### src/rtl/fifo_wr_arbiter_if.sv
// Write-side bundle between the producer arbiter and the async FIFO write port.
// master: the arbiter; slave: producers plus FIFO full flag (bench side).
interface fifo_wr_arbiter_if #(
    parameter int NREQ  = 4,
    parameter int WIDTH = 4
);
    localparam int IDW = $clog2(NREQ);

    logic [NREQ-1:0]       req;
    logic [NREQ*WIDTH-1:0] req_data;
    logic [NREQ-1:0]       ack;
    logic                  full;
    logic                  wr_en;
    logic [WIDTH-1:0]      data_in;
    logic [IDW-1:0]        grant_id;
    logic                  busy;

    modport master (
        input  req, req_data, full,
        output ack, wr_en, data_in, grant_id, busy
    );

    modport slave (
        output req, req_data, full,
        input  ack, wr_en, data_in, grant_id, busy
    );
endinterface

### src/rtl/fifo_wr_arbiter.sv
// Round-robin burst arbiter for the async FIFO write port (wr_clk domain).
// Optional FIFO_ARB_STAT_EN adds a saturating stall_cnt output.
module fifo_wr_arbiter #(
    parameter int NREQ  = 4,
    parameter int WIDTH = 4,
    parameter int BURST = 4
) (
    input  logic        wr_clk,
    input  logic        wr_rst,
`ifdef FIFO_ARB_STAT_EN
    output logic [15:0] stall_cnt,
`endif
    fifo_wr_arbiter_if.master bus
);
    localparam int IDW = $clog2(NREQ);
    localparam int CW  = $clog2(BURST) + 1;

    typedef enum logic {StIdle, StBurst} state_e;

    state_e          state_q, state_d;
    logic [IDW-1:0]  grant_q, grant_d;
    logic [IDW-1:0]  last_q, last_d;
    logic [CW-1:0]   cnt_q, cnt_d;
    logic [IDW-1:0]  pick;
    logic [IDW-1:0]  cand;
    logic            hold_req;
    logic            write;

    // Scan downwards so the closest requester after last_q wins the overwrite.
    always_comb begin
        pick = '0;
        cand = '0;
        for (int k = NREQ; k >= 1; k--) begin
            cand = IDW'((int'(last_q) + k) % NREQ);
            if (bus.req[cand]) pick = cand;
        end
    end

    assign hold_req = bus.req[grant_q];
    assign write    = (state_q == StBurst) && hold_req && !bus.full;

    always_comb begin
        bus.ack          = '0;
        bus.ack[grant_q] = write;
        bus.wr_en        = write;
        bus.busy         = (state_q == StBurst);
        bus.grant_id     = grant_q;
        bus.data_in      = '0;
        if (state_q == StBurst) bus.data_in = bus.req_data[grant_q*WIDTH +: WIDTH];
    end

    always_comb begin
        state_d = state_q;
        grant_d = grant_q;
        last_d  = last_q;
        cnt_d   = cnt_q;
        case (state_q)
            StIdle: begin
                if (|bus.req) begin
                    grant_d = pick;
                    cnt_d   = '0;
                    state_d = StBurst;
                end
            end
            StBurst: begin
                if (!hold_req) begin
                    state_d = StIdle;
                    last_d  = grant_q;
                    cnt_d   = '0;
                end else if (write) begin
                    if (cnt_q == CW'(BURST - 1)) begin
                        state_d = StIdle;
                        last_d  = grant_q;
                        cnt_d   = '0;
                    end else begin
                        cnt_d = cnt_q + CW'(1);
                    end
                end
            end
            default: state_d = StIdle;
        endcase
    end

    always_ff @(posedge wr_clk or posedge wr_rst) begin
        if (wr_rst) begin
            state_q <= StIdle;
            grant_q <= '0;
            last_q  <= IDW'(NREQ - 1);
            cnt_q   <= '0;
        end else begin
            state_q <= state_d;
            grant_q <= grant_d;
            last_q  <= last_d;
            cnt_q   <= cnt_d;
        end
    end

`ifdef FIFO_ARB_STAT_EN
    always_ff @(posedge wr_clk or posedge wr_rst) begin
        if (wr_rst) begin
            stall_cnt <= '0;
        end else if ((state_q == StBurst) && hold_req && bus.full && (stall_cnt != 16'hFFFF)) begin
            stall_cnt <= stall_cnt + 16'd1;
        end
    end
`endif

endmodule

### src/flat_wrapper.sv
// flat-port wrapper written by rule: the top's interface ports become plain ports
module fifo_wr_arbiter_flat 
#(
    parameter int NREQ  = 4,
    parameter int WIDTH = 4,
    parameter int BURST = 4
)
  (wr_clk, wr_rst, bus_req, bus_req_data, bus_full, bus_ack, bus_wr_en, bus_data_in, bus_grant_id, bus_busy);
  fifo_wr_arbiter_if #(.NREQ(NREQ), .WIDTH(WIDTH)) bus_i ();
  input  logic wr_clk;
  input  logic wr_rst;
  input wire logic [$bits(bus_i.req)-1:0] bus_req;
  input wire logic [$bits(bus_i.req_data)-1:0] bus_req_data;
  input wire logic [$bits(bus_i.full)-1:0] bus_full;
  output wire logic [$bits(bus_i.ack)-1:0] bus_ack;
  output wire logic [$bits(bus_i.wr_en)-1:0] bus_wr_en;
  output wire logic [$bits(bus_i.data_in)-1:0] bus_data_in;
  output wire logic [$bits(bus_i.grant_id)-1:0] bus_grant_id;
  output wire logic [$bits(bus_i.busy)-1:0] bus_busy;
  assign bus_i.req = bus_req;
  assign bus_i.req_data = bus_req_data;
  assign bus_i.full = bus_full;
  assign bus_ack = bus_i.ack;
  assign bus_wr_en = bus_i.wr_en;
  assign bus_data_in = bus_i.data_in;
  assign bus_grant_id = bus_i.grant_id;
  assign bus_busy = bus_i.busy;
  fifo_wr_arbiter #(.NREQ(NREQ), .WIDTH(WIDTH), .BURST(BURST)) u_core (.wr_clk(wr_clk), .wr_rst(wr_rst), .bus(bus_i));
endmodule
### config.mk
export PLATFORM = sky130hd
export DESIGN_NAME = fifo_wr_arbiter_flat
export DESIGN_NICKNAME = d
export VERILOG_FILES = /design/src/rtl/fifo_wr_arbiter_if.sv /design/src/rtl/fifo_wr_arbiter.sv /design/src/flat_wrapper.sv
export SDC_FILE = /design/constraint.sdc
export NUM_CORES = 1
export LEC_CHECK = 0
export BUFFER_PORTS_ARGS = -buffer_cell sky130_fd_sc_hd__buf_2
export CORE_MARGIN = 2
export CORE_UTILIZATION = 39
export DETAILED_ROUTE_END_ITERATION = 10
export HOLD_SLACK_MARGIN = 0.03
export PLACE_DENSITY_LB_ADDON = 0.3
export SLEW_MARGIN = 30
export SYNTH_ARGS = -nofsm -noshare
export SYNTH_HDL_FRONTEND = slang
export SYNTH_SLANG_ARGS = --single-unit
### constraint.sdc
create_clock -name wr_clk -period 1.7 [get_ports wr_clk]
set_clock_uncertainty 0.05 [all_clocks]
set_input_delay 0.34 -clock wr_clk [delete_from_list [all_inputs] [get_ports wr_clk]]
set_output_delay 0.34 -clock wr_clk [all_outputs]
set_load 0.05 [all_outputs]
; Word-level counts from Yosys, hierarchy flattened
; Index checks and enable logic that the tools add are counted.
[totals]
register_bits = 8
output_inout_bits = 12
[op_classes]
add_sub_neg = 5
n_lt_le_gt_ge = 6
n_eq_ne = 5
n_shift = 1
mux = 30
bitwise_logic = 2
reduce_logical = 8
[ops]
columns = op, count
row1 = $shiftx A16 B5 Y4, 1
row2 = $lt A2 B3 Y1 const B, 5
row3 = $mux W2, 7
row4 = $mux W3, 4
row5 = $bmux W1 S2, 5
row6 = $mux W1, 10
row7 = $pmux W3 S2, 1
row8 = $add A2 B1 Y2 const B, 2
row9 = $add A2 B2 Y2 const B, 2
row10 = $and A4 B4 Y4, 1
row11 = $mux W4, 1
row12 = $ne A2 B2 Y1 const B, 2
row13 = $reduce_and A2 Y1, 2
row14 = $reduce_or A4 Y1, 1
row15 = $add A3 B1 Y3 const B, 1
row16 = $eq A3 B2 Y1 const B, 1
row17 = $logic_and A1 B1 Y1, 3
row18 = $ne A3 B3 Y1 const B, 1
row19 = $reduce_and A3 Y1, 1
row20 = $demux W1 S2, 1
row21 = $ge A2 B1 Y1 const B, 1
row22 = $ne A2 B1 Y1 const B, 1
row23 = $pmux W1 S2, 1
row24 = $logic_not A1 Y1, 1
row25 = $not A1 Y1, 1

; Logic depth before layout (Yosys ltp)
[depth]
ltp_word = 7
ltp_mapped = 5
mapped_depth_nobuf = 5

; Worst setup path before layout
; No wires, ideal clock.
[synth_path]
kind = flip-flop to output port
start = register u_core.grant_q[0] (netlist: u_core.bus.grant_id[0])
end = output port bus_ack[1]
t_arrival_ns = 2.801
setup_slack_ns = -1.491
stages_incl_launch_ff = 4
n_path_buf = 0
cell_sequence = dfrtp_1 > mux4_2 > nand2_2 > nor4b_1
[synth_between]
elab_chain_len = 5
elab_cells_between_ends = 10
cone_classes = order compare: 2 / mux: 4 / bitwise: 1 / reduce/logical: 3
[synth_lines]
columns = item, line_no
row1 = from (decl), fifo_wr_arbiter.sv:21  ; logic [IDW-1:0] grant_q, grant_d;
row2 = from (signal assigned), fifo_wr_arbiter.sv:92  ; grant_q <= grant_d;
row3 = "$lt A2 B3 Y1 (implied by the code), or another cell as far along", fifo_wr_arbiter.sv:44  ; bus.ack[grant_q] = write;
row4 = $logic_and A1 B1 Y1 (implied by the code) or $mux W1 (tied branches), "fifo_wr_arbiter.sv:44, fifo_wr_arbiter.sv:39"
row5 = $mux W1 (implied by the code) or $logic_and A1 B1 Y1 (tied branches), "fifo_wr_arbiter.sv:44, fifo_wr_arbiter.sv:40"
row6 = $demux W1 S2 or $logic_and A1 B1 Y1 (tied branches), --
row7 = $and A4 B4 Y4 (no line) (*), --
row8 = to (decl), flat_wrapper.sv:15  ; output wire logic [$bits(bus_i.ack)-1:0] bus_ack;
; Every way passes the cells marked *; elsewhere a longest branch is shown, timed or not. The select of a mux whose other input is x is not followed.

; Worst setup path in the final report
[layout_path]
start = register u_core.grant_q[0] (netlist: u_core.bus.grant_id[0])
end = output port bus_ack[2]
; Same word-level chain as after synthesis.

==> flow_summary.yaml <==
clocking:
  cts.path.max_buffers: 2
  cts_htree_levels: 1
  cts_tree: "built"
  cts_buffers: 3
  clkSinkCount: 8
  cts.clk_slew.worst_paths_ns: 0.06
  clk_latency_ns: 0.27
  cts-root-buf: "clkbuf_4"
pwr:
  p_int_w: 0.00114
  netSwitchingFraction: 0.480
  power.density_nw_per_um2: 1960
  clkPwrFrac: 0.073
  finalPower_w: 0.00219
  netSwitchingPower_w: 0.00105
  p_seq_frac: 0.169
  p_leak_nw: 0.531
  ir_worst_vdd_mv: 1.17
  p_comb_frac: 0.758
floorplan:
  dieArea_um2: 2000
  row_count: 14
  die_w_um: 44.8
  start_util: 0.425
  pin_count: 35
  core_area_um2: 1520
  fp.dieH_um: 44.8
global_routing:
  grt.met1_usage: 0.212
  grt_pass1_wl_mm: 3.00
  antenna_found_initial: 0
  grt.busiest_layer: "met2"
  grt_max_degree: 13
  grtUsageMet3: 0.0600
  grt_pass1_vias: 735
  grtUsageTotal: 0.214
  grt_util_met2: 0.417
  grt.overflow.total: 0
hold_path:
  hold_depth: 1
  hold_path_class: "flop to flop"
  hp-start: "u_core.cnt_q[2]"
  hold-path-endpoint: "u_core.cnt_q[2]"
sta:
  setup_viol: 14
  min_period_ns: 2.09
  worst_slack_ns: -0.390
  worst_pin_slew_ns: 0.321
  rsz0062_at_grt: "true"
  finalHoldWorstSlack_ns: 0.470
  fin_crit_sh: 1.23
  timing.setup.tns_ns: -3.80
  relSlewSlack: 0.786
  hold_viol: 0
  maxSlewViolCount: 0
  fmaxAchievable_mhz: 478
worst_setup_path:
  cp_cell_sequence: "mux4_2, nand2_4, buf_12, nor4b_4, buf_6"
  startpoint_type: "flop"
  arrival_ns: 1.70
  crit_path_top_delay_cell: "dfrtp_2"
  criticalPathCategory: "flop to primary output"
  cp_top_family: "flip-flops"
  crit_path_max_fanout: 3
  cp-end-kind: "primary output"
  worst-path-buf-inv: 2
  rr_endpoint: "u_core.cnt_q[1]"
  worstPathRequired_ns: 1.31
  ff2ff_path_depth: 5
  critPathMaxStageDelay_ns: 0.41
  rrSetupSlack_ns: -0.18
  r2r-start: "u_core.bus.grant_id[0]"
cells_and_area:
  fin_util: 0.732
  num-fill-cells: 108
  n_antenna_cell: 0
  multi_input_area_um2: 489
  seq_area_um2: 205
  layout-drive-gt1-share: 0.676
  layout_common_cells: "24 x buf_2, 18 x buf_4, 5 x mux4_2, 5 x buf_6"
  area_delta_synth_final_pct: 72.2
  final_common_cell: "buf_2"
  num-nets-final: 136
synthesis:
  synth_top_family_by_area: "multiplexers"
  synth_top_area_share: 0.232
  synth.area.mux_share: 0.270
  ys_seq_area_frac: 0.313
  syn_inst: 60
  synthXorXnorAreaFrac: 0
  yosysWarnings: 0
  ys_seq_elements: 8
  yosysTopAreaCell: "dfrtp_1"
  syn_area_per_cell_um2: 10.8
  synth_compound_area_frac: 0.154
  synth-simple-area-share: 0.201
  synth_cell_type_count: 34
  synth_fa_ha_area_frac: 0.0193
  synth_fp_nets: 84
  synth_area_um2: 648
  yosys-top-cells-area: "dfrtp_1 23%, mux4_2 17%, dfstp_2 8.1%, mux2_4 4.6%, and2_1 3.9%"
outcome:
  status: "complete, but fails checks"
  violations: "negative setup slack"
drt:
  detail-route-antenna-nets: 0
  drt_first_pass_iters: 4
  viasPerCell: 5.37
  routed_wl_mm: 1.88
  via_count: 682
  route.detailed.drc: 0
  drt_iter0_drc: 3
  routedWlPerCell_um: 14.8
run:
  drv_cap: 0
placement:
  port_buffers: 34
  dpl.hpwl_mm: 1.54
  dp_slack_ns: -0.193
  place.gp.congestion: 0.794
-- area by class of cell --
type	count	share of cell area
Multi-Input combinational cell	45	0.438
Inverter	3	0.0101
Clock buffer	4	0.0235
Sequential cell	8	0.184
Timing Repair Buffer	51	0.326
Tap cell	16	0.0179
-- cell usage after synthesis --
| cell | n |
|---|---|
| o31ai_1 | 1 |
| mux4_2 | 5 |
| buf_2 | 1 |
| o21ai_1 | 1 |
| nand2b_1 | 1 |
| ha_1 | 1 |
| and3_1 | 1 |
| dfrtp_1 | 6 |
| mux2_4 | 2 |
| o21bai_1 | 1 |
| nand2_1 | 2 |
| nor2_1 | 4 |
| nor4_2 | 1 |
| o41a_1 | 1 |
| a21boi_0 | 1 |
| o21ai_0 | 2 |
| and2_2 | 1 |
| or2_0 | 1 |
| nor2b_1 | 1 |
| mux2_1 | 2 |
| a31oi_4 | 1 |
| nor4_1 | 1 |
| o21a_1 | 1 |
| nor4b_1 | 2 |
| nor3b_1 | 1 |
| and2_1 | 4 |
| clkbuf_1 | 3 |
| mux2i_1 | 1 |
| nand2_2 | 1 |
| a21oi_1 | 2 |
| o22ai_1 | 1 |
| inv_1 | 3 |
| a31oi_1 | 1 |
| dfstp_2 | 2 |
-- how the worst max path moves through the flow --
stage | start | to | slack, ns | cells past startpoint
3_5_place_dp | u_core.bus.grant_id[0] | bus_ack[2] | -0.19 | 5
6_report | u_core.bus.grant_id[0] | bus_ack[2] | -0.39 | 5
5_1_grt | u_core.bus.grant_id[0] | bus_ack[1] | -0.46 | 5
4_1_cts | u_core.bus.grant_id[0] | bus_ack[2] | -0.40 | 5
3_3_place_gp | bus_req[3] | bus_ack[3] | -0.18 | 6
2_1_floorplan | u_core.bus.grant_id[0] | bus_ack[3] | -0.45 | 4
-- power groups by stage --
| stage | clock network, W | logic (W) | registers, W |
|---|---|---|---|
| after floorplan | 0 | 0.000994 | 0.000466 |
| after global placement | 0 | 0.00147 | 0.000368 |
| after detailed placement | 0 | 0.00152 | 0.000372 |
| after CTS | 0.000166 | 0.00161 | 0.000369 |
| after global routing | 0.000180 | 0.00175 | 0.000379 |
| final | 0.000161 | 0.00166 | 0.000370 |
-- worst register-to-register path: cells and delay by family, from the launching register on --
family,cells,cell delay (ns)
muxes,2,0.87
DFF,1,0.37
buffers and inverters,2,0.27
AOI/OAI and AO/OA,1,0.19
-- flip-flops by register name (all words and copies together), names as in the netlist --
register             count
u_core.cnt_q             3
u_core.bus.grant_id      2
u_core.last_q            2
u_core.bus.busy          1
-- metrics by stage --
step,cell area [um2],cells
floorplan,722,60
global placement,1010,119
finish,1120,127
detailed placement,1010,119
CTS,1090,125
global route,1120,127
-- what timing repair did --
action | CTS | global route
hold endpoints to repair | 6 | 0
hold buffers | 1 | 0
setup endpoints to repair | 13 | 15
pin swaps | 5 | 1
buffers inserted | 1 | 2
resized for setup | 15 | 3
-- logic make-up after synthesis --
group                    count (synthesis)
buffers and inverters                    7
AND/OR/NAND/NOR                         21
adder cells (fa/ha/maj)                  1
AO/OA/AOI/OAI                           13
flip-flops                               8
multiplexers                            10
-- layer usage --
layer	vias up	routed length [um]
met1	330	678
met3	4	106
li1	325	-
met4	0	33
met2	23	1070
met5	-	0
Note: power is estimated with default switching activity, not from simulation.
